<file path="src/rtl/nibble_add_seq_if.sv">
// Request/response bundle for the nibble-serial add/subtract sequencer.
// The master issues operations; the slave (the sequencer) returns results.
interface nibble_add_seq_if #(
  parameter int NIBBLES = 4
);
  localparam int W = 4 * NIBBLES;

  logic         start_valid;
  logic         start_ready;
  logic [W-1:0] a;
  logic [W-1:0] b;
  logic         cin;
  logic         sub;
  logic [W-1:0] result;
  logic         cout;
  logic         overflow;
  logic         done;
  logic         busy;

  modport master (
    output start_valid, a, b, cin, sub,
    input  start_ready, result, cout, overflow, done, busy
  );

  modport slave (
    input  start_valid, a, b, cin, sub,
    output start_ready, result, cout, overflow, done, busy
  );
endinterface

</file>
<file path="src/rtl/nibble_add_seq.sv">
// Wide add/subtract built from one 4-bit adder stepped LSB nibble first,
// with the carry chained through a register between cycles.
//
// state | meaning
// IDLE  | ready for a request; outputs hold the last completed result
// RUN   | one nibble per clock, idx_q selects the slice
module nibble_add_seq #(
  parameter int NIBBLES = 4
) (
  input logic             clk,
  input logic             rst_n,
  nibble_add_seq_if.slave bus
);
  localparam int W    = 4 * NIBBLES;
  localparam int IDXW = (NIBBLES > 1) ? $clog2(NIBBLES) : 1;

  typedef enum logic {IDLE, RUN} state_t;

  state_t          state_q;
  logic [W-1:0]    opa_q;
  logic [W-1:0]    opb_q;
  logic [W-1:0]    work_q;
  logic            carry_q;
  logic [IDXW-1:0] idx_q;
  logic [W-1:0]    result_q;
  logic            cout_q;
  logic            overflow_q;
  logic            done_q;

  logic [3:0]      nib_a;
  logic [3:0]      nib_b;
  logic [4:0]      sum;
  logic [W-1:0]    slice_mask;
  logic [W-1:0]    work_d;
  logic            last;

  assign nib_a      = 4'(opa_q >> {idx_q, 2'b00});
  assign nib_b      = 4'(opb_q >> {idx_q, 2'b00});
  assign sum        = {1'b0, nib_a} + {1'b0, nib_b} + {4'b0000, carry_q};
  assign slice_mask = W'(4'hF) << {idx_q, 2'b00};
  assign work_d     = (work_q & ~slice_mask) | (W'(sum[3:0]) << {idx_q, 2'b00});
  assign last       = (idx_q == IDXW'(NIBBLES - 1));

  always_ff @(posedge clk or negedge rst_n) begin
    if (!rst_n) begin
      state_q    <= IDLE;
      opa_q      <= '0;
      opb_q      <= '0;
      work_q     <= '0;
      carry_q    <= 1'b0;
      idx_q      <= '0;
      result_q   <= '0;
      cout_q     <= 1'b0;
      overflow_q <= 1'b0;
      done_q     <= 1'b0;
    end else begin
      done_q <= 1'b0;
      case (state_q)
        IDLE: begin
          if (bus.start_valid) begin
            opa_q   <= bus.a;
            opb_q   <= bus.b ^ {W{bus.sub}};
            carry_q <= bus.sub | bus.cin;
            idx_q   <= '0;
            work_q  <= '0;
            state_q <= RUN;
          end
        end
        RUN: begin
          work_q  <= work_d;
          carry_q <= sum[4];
          if (last) begin
            // Outputs move only here so they never expose partial sums.
            result_q   <= work_d;
            cout_q     <= sum[4];
            overflow_q <= (opa_q[W-1] == opb_q[W-1]) && (work_d[W-1] != opa_q[W-1]);
            done_q     <= 1'b1;
            state_q    <= IDLE;
          end else begin
            idx_q <= idx_q + 1'b1;
          end
        end
        default: state_q <= IDLE;
      endcase
    end
  end

  assign bus.start_ready = (state_q == IDLE);
  assign bus.busy        = (state_q == RUN);
  assign bus.result      = result_q;
  assign bus.cout        = cout_q;
  assign bus.overflow    = overflow_q;
  assign bus.done        = done_q;
endmodule

</file>
<file path="src/flat_wrapper.sv">
// flat-port wrapper written by rule: the top's interface ports become plain ports
module nibble_add_seq_flat 
#(
  parameter int NIBBLES = 4
)
  (clk, rst_n, bus_start_valid, bus_a, bus_b, bus_cin, bus_sub, bus_start_ready, bus_result, bus_cout, bus_overflow, bus_done, bus_busy);
  nibble_add_seq_if #(.NIBBLES(NIBBLES)) bus_i ();
  input logic clk;
  input logic rst_n;
  input wire logic [$bits(bus_i.start_valid)-1:0] bus_start_valid;
  input wire logic [$bits(bus_i.a)-1:0] bus_a;
  input wire logic [$bits(bus_i.b)-1:0] bus_b;
  input wire logic [$bits(bus_i.cin)-1:0] bus_cin;
  input wire logic [$bits(bus_i.sub)-1:0] bus_sub;
  output wire logic [$bits(bus_i.start_ready)-1:0] bus_start_ready;
  output wire logic [$bits(bus_i.result)-1:0] bus_result;
  output wire logic [$bits(bus_i.cout)-1:0] bus_cout;
  output wire logic [$bits(bus_i.overflow)-1:0] bus_overflow;
  output wire logic [$bits(bus_i.done)-1:0] bus_done;
  output wire logic [$bits(bus_i.busy)-1:0] bus_busy;
  assign bus_i.start_valid = bus_start_valid;
  assign bus_i.a = bus_a;
  assign bus_i.b = bus_b;
  assign bus_i.cin = bus_cin;
  assign bus_i.sub = bus_sub;
  assign bus_start_ready = bus_i.start_ready;
  assign bus_result = bus_i.result;
  assign bus_cout = bus_i.cout;
  assign bus_overflow = bus_i.overflow;
  assign bus_done = bus_i.done;
  assign bus_busy = bus_i.busy;
  nibble_add_seq #(.NIBBLES(NIBBLES)) u_core (.clk(clk), .rst_n(rst_n), .bus(bus_i));
endmodule
</file>
<file path="config.mk">
export PLATFORM = sky130hd
export DESIGN_NAME = nibble_add_seq_flat
export DESIGN_NICKNAME = d
export VERILOG_FILES = /design/src/rtl/nibble_add_seq_if.sv /design/src/rtl/nibble_add_seq.sv /design/src/flat_wrapper.sv
export SDC_FILE = /design/constraint.sdc
export NUM_CORES = 1
export LEC_CHECK = 0
export CORE_MARGIN = 8
export CORE_UTILIZATION = 52
export DETAILED_ROUTE_END_ITERATION = 12
export PLACE_DENSITY = 0.8
export SYNTH_ARGS = -nofsm -noshare
export SYNTH_HDL_FRONTEND = slang
export SYNTH_SLANG_ARGS = --single-unit
</file>
<file path="constraint.sdc">
create_clock -name clk -period 3.1 [get_ports clk]
set_clock_uncertainty 0.15 [all_clocks]
set_input_delay 0.31 -clock clk [delete_from_list [all_inputs] [get_ports clk]]
set_output_delay 0.31 -clock clk [all_outputs]
set_load 0.01 [all_outputs]
</file>
Word level (Yosys, flattened, before mapping)
Index checks and enable logic that the tools add are counted.
Widths: inputs -> output; s select.
- input bits: 37
- register bits: 71
- output and inout bits: 21
- logic and storage cells: 44
- bitwise logic cells: 6
- muxes and demuxes: 12
- shifts and indexed selects: 4
- eq/ne operators: 5
- reductions and logical operators: 4
- add/sub/neg operators: 3
- operator list (cell ; count):
    $pmux 16 s2 ; 1
    $shr 16x4->4 ; 2
    $and 16x16->16 ; 1
    $mux 16 ; 1
    $not 16->16 ; 1
    $or 16x16->16 ; 1
    $shl 4x4->16 ; 1
    $shl 4x4->16 const A ; 1
    $xor 16x16->16 ; 1
    $reduce_and 2->1 ; 3
    $add 4x4->5 ; 1
    $add 5x1->5 ; 1
    $mux 1 ; 5
    $mux 2 ; 2
    $ne 2x2->1 const B ; 2
    $pmux 1 s2 ; 2
    $pmux 2 s2 ; 1
    $add 2x1->2 const B ; 1
    $eq 2x2->1 const B ; 1
    $eq 1x1->1 ; 1
    $logic_and 1x1->1 ; 1
    $ne 1x1->1 ; 1
    $not 1->1 ; 1
    $or 1x1->1 ; 1

Longest topological paths before layout
Gate-level depths: netlist (run 1).
- depth after elaboration: 7
- mapped depth: 10
- mapped depth without buffers: 8

Worst setup path after synthesis (run 1)
OpenSTA, ideal clock, no wires.
- path type: reg-to-reg
- start point: register u_core.idx_q[1]
- end point: register u_core.work_q[1]
- stages on the path, launching flop included: 9
- setup time: 0.096 ns
- path slack: 0.282 ns
- required time: 2.854 ns
- path buffers: 2
- clock period less this slack: 2.818 ns
- arrival: 2.573 ns
- cells stage by stage: dfrtp_1 clkbuf_1 buf_1 mux4_2 fa_1 inv_1 fa_1 nand2b_1 o31ai_1
- longest elaborated chain between the ends: 6
- elaborated cells between the ends (all ways): 10
- classes of those cells: 2 x add/sub; 4 x shift; 1 x mux; 3 x bitwise
- ends and longest elaborated chain (what ; line ; source):
    from (decl) ; nibble_add_seq.sv:24 ; logic [IDXW-1:0] idx_q;
    from (signal assigned) ; nibble_add_seq.sv:80 ; idx_q <= idx_q + 1'b1;
    $shr 16x4->4, on equally long branches ; nibble_add_seq.sv:37, nibble_add_seq.sv:38 ;
    $add 4x4->5 ; nibble_add_seq.sv:39 ; assign sum = {1'b0, nib_a} + {1'b0, nib_b} + {4'b0000, carry_q};
    $add 5x1->5 ; nibble_add_seq.sv:39 ;
    $shl 4x4->16 ; nibble_add_seq.sv:41 ; assign work_d = (work_q & ~slice_mask) | (W'(sum[3:0]) << {idx_q, 2'b00});
    $or 16x16->16 (*) ; nibble_add_seq.sv:41 ;
    $pmux 16 s2 (*) ; nibble_add_seq.sv:58 ; case (state_q)
    to (signal assigned) ; nibble_add_seq.sv:70 ; work_q <= work_d;
    to (decl) ; nibble_add_seq.sv:22 ; logic [W-1:0] work_q;
Mark *: on every way between the ends. The rest lies on a longest branch, timed or not.
A chain may end at the register's enable or synchronous reset.

Worst setup path in the final report (run 1)
- start point: register u_core.idx_q[0]
- end point: register u_core.overflow_q (netlist: u_core.bus.overflow)
- longest elaborated chain between the ends: 7
- elaborated cells between the ends (all ways): 13
- classes of those cells: 2 x add/sub; 2 x eq/ne; 4 x shift; 3 x bitwise; 2 x reduce/logical
- ends and longest elaborated chain (what ; line ; source):
    $shr 16x4->4, on equally long branches ; nibble_add_seq.sv:37, nibble_add_seq.sv:38 ;
    $add 4x4->5 ; nibble_add_seq.sv:39 ;
    $add 5x1->5 ; nibble_add_seq.sv:39 ;
    $shl 4x4->16 ; nibble_add_seq.sv:41 ;
    $or 16x16->16 ; nibble_add_seq.sv:41 ;
    $ne 1x1->1 ; nibble_add_seq.sv:76 ; overflow_q <= (opa_q[W-1] == opb_q[W-1]) && (work_d[W-1] != opa_q[W-1]);
    $logic_and 1x1->1 ; nibble_add_seq.sv:76 ;
    to (signal assigned) ; nibble_add_seq.sv:76 ;
    to (decl) ; nibble_add_seq.sv:27 ; logic overflow_q;
Several ways; a longest one is shown, not always the timed one.

==> run summary, run 1 <==
Ys Warns - 0
Die W - 93.9 um
FF+latch area - 1680 sq um
Initial Util - 0.536
overall die height - 93.9 um
max cap viols - 0
Setup-failing EPs final - 0
Mapped Avg Cell Area - 11.2 sq um
Critical Path AT - 2.91 ns
RSZ-0062 raised after global routing - no
sequential element share of the synthesized area - 0.531
clock root buffer - clkbuf_8
slowest stage cell, crit path - dfrtp_1
Post-DRT Antenna Nets - 0
first-pass GRT wire length - 11,700 um
Tmin final - 2.84 ns
CP cell instances - buf_4 -> mux4_2 -> ha_1 -> a21boi_1 -> nor2_1 -> a221o_1
Post CTS Setup Buffer Count - 0
vias - 2,334
Rows - 28
gr usage total - 0.169
register clock-pin slew on the reported worst setup and hold paths - 0.07 ns
CTS tree - yes
crit path max fanout - 13
Filler cells - 470
post-cts sizing count - 0
mean number of vias per cell - 5.56
fin nets - 386
Cell variety after synth - 36
Synth top cells by count - dfrtp_1, nand2_1, o21ai_0
#FFs+latches synth - 67
CTS buffer count - 9
Hold Path Class - in -> async
WL per Instance - 16.2 um
WP data required - 3.18 ns
Tightest Pin Transition - 0.809 ns
Final Util - 0.674
final hold slack - -0.00567 ns
share of cells above drive strength 1 - 0.133
post-route insts no fill - 420
Fin Setup TNS - 0 ns
Post-route DRC - 0
worst skew pair latency - 0.34 ns
diode count - 0
# hold bufs at CTS - 0
Crit Reg-Reg Startpoint - u_core.idx_q[0]
Netlist Area Pre-Place - 3160 sq um
grt ovf - 0
Hold Violations, Final - 11
RD Place Congestion - 0.891
biggest area consumer among synthesized cells - dfrtp_1
maximum clock path buffer count - 2
vias in the first global route - 2,417
DP HPWL - 5140 um
post-synth net total - 327
PortBufs - 57
Worst Path Class, Setup - reg -> reg
failing checks - hold timing
Synth top area share - 0.531
drt pass-1 iters - 4
CP Launch Type - register
Synth area leaders - dfrtp_1, mux2_2, mux4_2
I/O pin count - 58
status - finished with violations
area of the multi-input gates - 1360 sq um
top-count cell post-synth - dfrtp_1
length in cells of the worst reg-to-reg path - 6
period utilization - 0.915
CP peak stage delay - 0.58 ns
CP Capture Type - register
RR Endpoint - u_core.bus.overflow
Max Fclk - 352 MHz
pin count of the biggest net entering global routing - 68
leakage - 0.00170 uW
initial antenna violation count - 0
Main synth FF type - dfrtp_1
total power - 4540 uW
Die Footprint - 8820 sq um
worst path bufs/invs - 1
Core ar. - 5890 sq um
DRT iter0 DRCs - 127
Post-Syn Instances - 281
reg-to-reg slack, setup - 0.26 ns
Power Dens Cells - 1140 nW/um^2
Clock Sinks - 67
maximum VDD drop - 0.550 mV
max_slew headroom - 0.461
Critical Path Source - u_core.idx_q[0]
H-tree depth - 3
max-slew violations - 0
Inst Count DP - 404
asr flop ratio synth - 1.00
Area Overhead vs Synth - 25.7%
Post-Route WL - 6820 um
EDFF count, synth - 0
CP top delay family - compound AO/OA/AOI/OAI gates
routing by layer:
metal,track usage,up-vias,part of all wire
met5,0,-,0
met2,0.272,82,0.49
li1,-,1100,-
met4,0.0978,0,0.030
met3,0.0432,21,0.061
met1,0.202,1131,0.42
cell type report:
cell class,instances,share of cell area
Inverter,13,0.0123
Clock inverter,4,0.00662
Sequential cell,67,0.423
Clock buffer,12,0.0366
Timing Repair Buffer,64,0.156
Tap cell,75,0.0237
Multi-Input combinational cell,185,0.342
worst max-delay path by stage:
stage	to	slack [ns]	depth (start not counted)
CTS	u_core.bus.overflow	0.23	6
global placement	u_core.bus.overflow	0.34	6
finish	u_core.bus.overflow	0.26	6
floorplan	u_core.work_q[1]	0.28	8
global route	u_core.bus.overflow	0.05	6
detailed placement	u_core.bus.overflow	0.25	6
state kept, by name (all words and copies together), names as in the netlist:
signal and cells:
u_core.bus.result 16, u_core.bus.done 1, u_core.idx_q 2, u_core.bus.busy 1, u_core.opa_q 16, u_core.opb_q 16, u_core.carry_q 1, u_core.bus.overflow 1
u_core.work_q 12, u_core.bus.cout 1
layout by cell type (no fill, tap or decap), types with 2 or more instances in the layout:
cell type        instances
fa_1                     2
o21bai_1                 2
nor4_1                   2
a221oi_1                 6
nand3_1                  2
xnor2_1                 17
nor3_1                   3
o21a_1                   3
ha_1                     7
mux2_2                  16
o22a_1                   3
o221ai_1                 2
clkbuf_1                 2
a21o_1                   3
a32o_1                   5
inv_1                   12
o31ai_1                  2
clkbuf_8                10
clkinv_2                 2
nor2_1                  21
nand2_1                 39
dfrtp_1                 67
mux4_2                   8
buf_4                    7
o21ai_0                 31
clkdlybuf4s50_1         56
a21oi_1                  2
stage by stage:
step	worst slack (ns)	hold WS [ns]	area [sq um]
after floorplan	0.282	-0.136	3160
after global placement	0.344	0.310	3790
after detailed placement	0.252	0.321	3790
after CTS	0.229	0.0192	3970
after global routing	0.0514	0.0839	3970
final	0.262	-0.00567	3970
report_power, final:
group | leakage [uW] | total, uW | internal, uW | switching [uW]
Clock | 0.0000863 | 636 | 311 | 325
Sequential | 0.000825 | 1570 | 1290 | 278
Combinational | 0.000792 | 2340 | 1100 | 1240
cell families (layout without fill, tap and decap cells):
kind of cell / Yosys count / count (layout) / synth area share
xor gates and xnor gates: 17 / 17 / 0.0472
AOI/OAI and AO/OA: 64 / 64 / 0.136
adders and majority gates: 9 / 9 / 0.0404
DFF: 67 / 67 / 0.531
muxes: 24 / 24 / 0.114
and+or+nand+nor: 71 / 71 / 0.0920
buffers and inverters: 29 / 93 / 0.0385
No activity file was read; power rests on OpenSTA's default activity.
==> run 2: changes to the inputs <==
--- a/config.mk
+++ b/config.mk
@@ -10,2 +10,3 @@
 export DETAILED_ROUTE_END_ITERATION = 12
+export GPL_TIMING_DRIVEN = 0
 export PLACE_DENSITY = 0.8
@@ -14 +15,2 @@
 export SYNTH_SLANG_ARGS = --single-unit
+export TNS_END_PERCENT = 10
==> constraint.sdc (replaced) <==
create_clock -name clk -period 3.1 [get_ports clk]
set_clock_uncertainty 0.15 [all_clocks]
set_input_delay 0.62 -clock clk [delete_from_list [all_inputs] [get_ports clk]]
set_output_delay 0.62 -clock clk [all_outputs]
set_load 0.01 [all_outputs]
==> run 2 against run 1 <==
Compared with the run above: largest cell class unchanged; highest routed layer unchanged; non-clock buffer count increased by 7; sequential power is 3% lower; sequential share of layout area is 0.23 points lower; register-to-register slack worse by 0.13 ns; via count grew 2.4%; design area grew 0.63%; wire length is 5.3% higher; the flow now finishes without violations; combinational power rose by 7%; critical path depth is 3 higher; worst hold slack improved by 0.24 ns.
==> run summary, run 2 (same netlist as run 1, synthesis figures left out) <==
DP HPWL - 5350 um (+4.1%)
Core ar. - 5890 sq um (unchanged)
fin worst setup slack - 0.134 ns (-0.128 ns)
Tmin final - 2.97 ns (+0.128 ns)
register clock-pin slew on the reported worst setup and hold paths - 0.07 ns (about the same)
leakage - 0.00172 uW (+0.86%)
CTS tree - yes
CTS buffer count - 9 (unchanged)
period utilization - 0.957 (+0.0414)
combinational power share - 0.535 (+0.020)
I/O pin count - 58 (unchanged)
Psw - 1920 uW (+3.7%)
first-pass GRT wire length - 12,000 um (+2.7%)
RR Endpoint - u_core.bus.overflow
DRT iter0 DRCs - 118 (-7.1%)
WP data required - 3.18 ns (about the same)
Hold Violations, Final - 0 (-11)
Critical Path AT - 3.04 ns (+0.13 ns)
pin count of the biggest net entering global routing - 68 (unchanged)
crit path max fanout - 10 (-3)
Setup-failing EPs final - 0 (unchanged)
CP Launch Type - register
Placement Setup Slack - -0.314 ns (-0.566 ns)
Post CTS Setup Buffer Count - 0 (unchanged)
post-route insts no fill - 427 (+1.7%)
status - complete, no violations
worst skew pair latency - 0.33 ns (about the same)
CP Capture Type - register
maximum clock path buffer count - 2 (unchanged)
Die W - 93.9 um (unchanged)
gr usage total - 0.176 (+0.00647)
Crit Reg-Reg Startpoint - u_core.idx_q[0]
share of cells above drive strength 1 - 0.145 (+0.0116)
drt pass-1 iters - 4 (unchanged)
commonest cells after routing, fill and taps aside - dfrtp_1, clkdlybuf4s50_1, nand2_1
grt ovf - 0 (unchanged)
Power Dens Cells - 1170 nW/um^2 (+2.3%)
clock root buffer - clkbuf_8
RD Place Congestion - 0.877 (-1.6%)
total power - 4680 uW (+3.0%)
mean number of vias per cell - 5.60 (+0.72%)
length in cells of the worst reg-to-reg path - 9 (+3)
max_slew headroom - 0.464 (+0.00353)
Post-Route WL - 7190 um (+5.3%)
Post-DRT Antenna Nets - 0 (unchanged)
Initial Util - 0.536 (unchanged)
diode count - 0 (unchanged)
most common cell after layout, fill and taps aside - dfrtp_1
initial antenna violation count - 0 (unchanged)
vias - 2,390 (+2.4%)
Worst Path Class, Setup - reg -> reg
Clock Sinks - 67 (unchanged)
Clock Power Share - 0.137 (-0.003)
register share of total power - 0.328 (-0.017)
Fin Setup TNS - 0 ns (unchanged)
Final Util - 0.678 (+0.00425)
Post-route DRC - 0 (unchanged)
Tightest Pin Transition - 0.804 ns (-0.00530 ns)
Max Fclk - 337 MHz (-4.3%)
Die Footprint - 8820 sq um (unchanged)
RSZ-0062 raised after global routing - no
Hold Path Class - in -> async
Rows - 28 (unchanged)
fin nets - 393 (+1.8%)
Area Overhead vs Synth - 26.5%
vias in the first global route - 2,531 (+4.7%)
H-tree depth - 3 (unchanged)
reg-to-reg slack, setup - 0.13 ns (-0.13 ns)
WL per Instance - 16.8 um (+3.6%)
maximum VDD drop - 0.556 mV (+1.0%)
PortBufs - 56 (-1.8%)
# hold bufs at CTS - 0 (unchanged)
max-slew violations - 0 (unchanged)
switching share of power - 0.410 (+0.00300)
max cap viols - 0 (unchanged)
internal power - 2760 uW (+2.5%)
Inst Count DP - 412 (+2.0%)
overall die height - 93.9 um (unchanged)
==> run 2: cell count changes in the layout (fill, tap and decap cells not counted), sizes merged <==
cell,before,now
buf,8,11
clkdlybuf4s50,56,55
clkbuf,12,19
clkinv,4,3
clkinvlp,1,0
==> run 2: stage by stage <==
step	hold slack (ns)	cell area, sq um
floorplan	0.174	3160
detailed placement	0.317	3810
global placement	0.306	3810
CTS	0.254	3990
finish	0.235	3990
global route	0.304	3990
==> run 2: repair_timing <==
item | 4_1_cts | 5_1_grt
gates resized for setup | 4 | 2
endpoints found under the setup margin | 24 | 8
pin swaps | 0 | 0
==> run 2: critical path, stage by stage, from the launching register on <==
cell and delay (ns):
dfrtp_1 0.39, buf_4 0.22, buf_6 0.19, mux4_2 0.54, ha_1 0.37, a21oi_1 0.23
and3b_1 0.19, clkbuf_2 0.17, nor2_1 0.11, a221o_1 0.31
==> run 2: how the worst max path moves through the flow <==
stage,from,endpoint,cells past startpoint
after detailed placement,u_core.idx_q[1],u_core.work_q[10],9
after floorplan,u_core.idx_q[1],u_core.work_q[1],8
after global routing,u_core.idx_q[0],u_core.bus.overflow,9
after CTS,u_core.idx_q[0],u_core.bus.overflow,9
after global placement,rst_n,u_core.opa_q[8],1
final,u_core.idx_q[0],u_core.bus.overflow,9
==> run 2: power by group through the flow <==
stage | Sequential [uW] | Clock (uW) | Combinational [uW]
floorplan | 1520 | 0 | 1630
global placement | 1500 | 0 | 2420
detailed placement | 1530 | 0 | 2490
CTS | 1530 | 657 | 2500
global route | 1580 | 688 | 2750
finish | 1530 | 642 | 2500
==> run 2: routing by layer <==
layer	global-route usage	wire length, um
met5	0	0
met2	0.286	3670
met4	0.110	160
met1	0.207	2850
met3	0.0384	505
==> run 2: cell type report <==
cell class	count	area [sq um]
fillers	471	1890
clock buffers	14	163
well taps	75	93.8
flip-flops and latches	67	1680
inverters	13	48.8
clock inverters	2	10.0
repair buffers	56	558
plain buffers	15	78.8
multi-input cells	185	1360
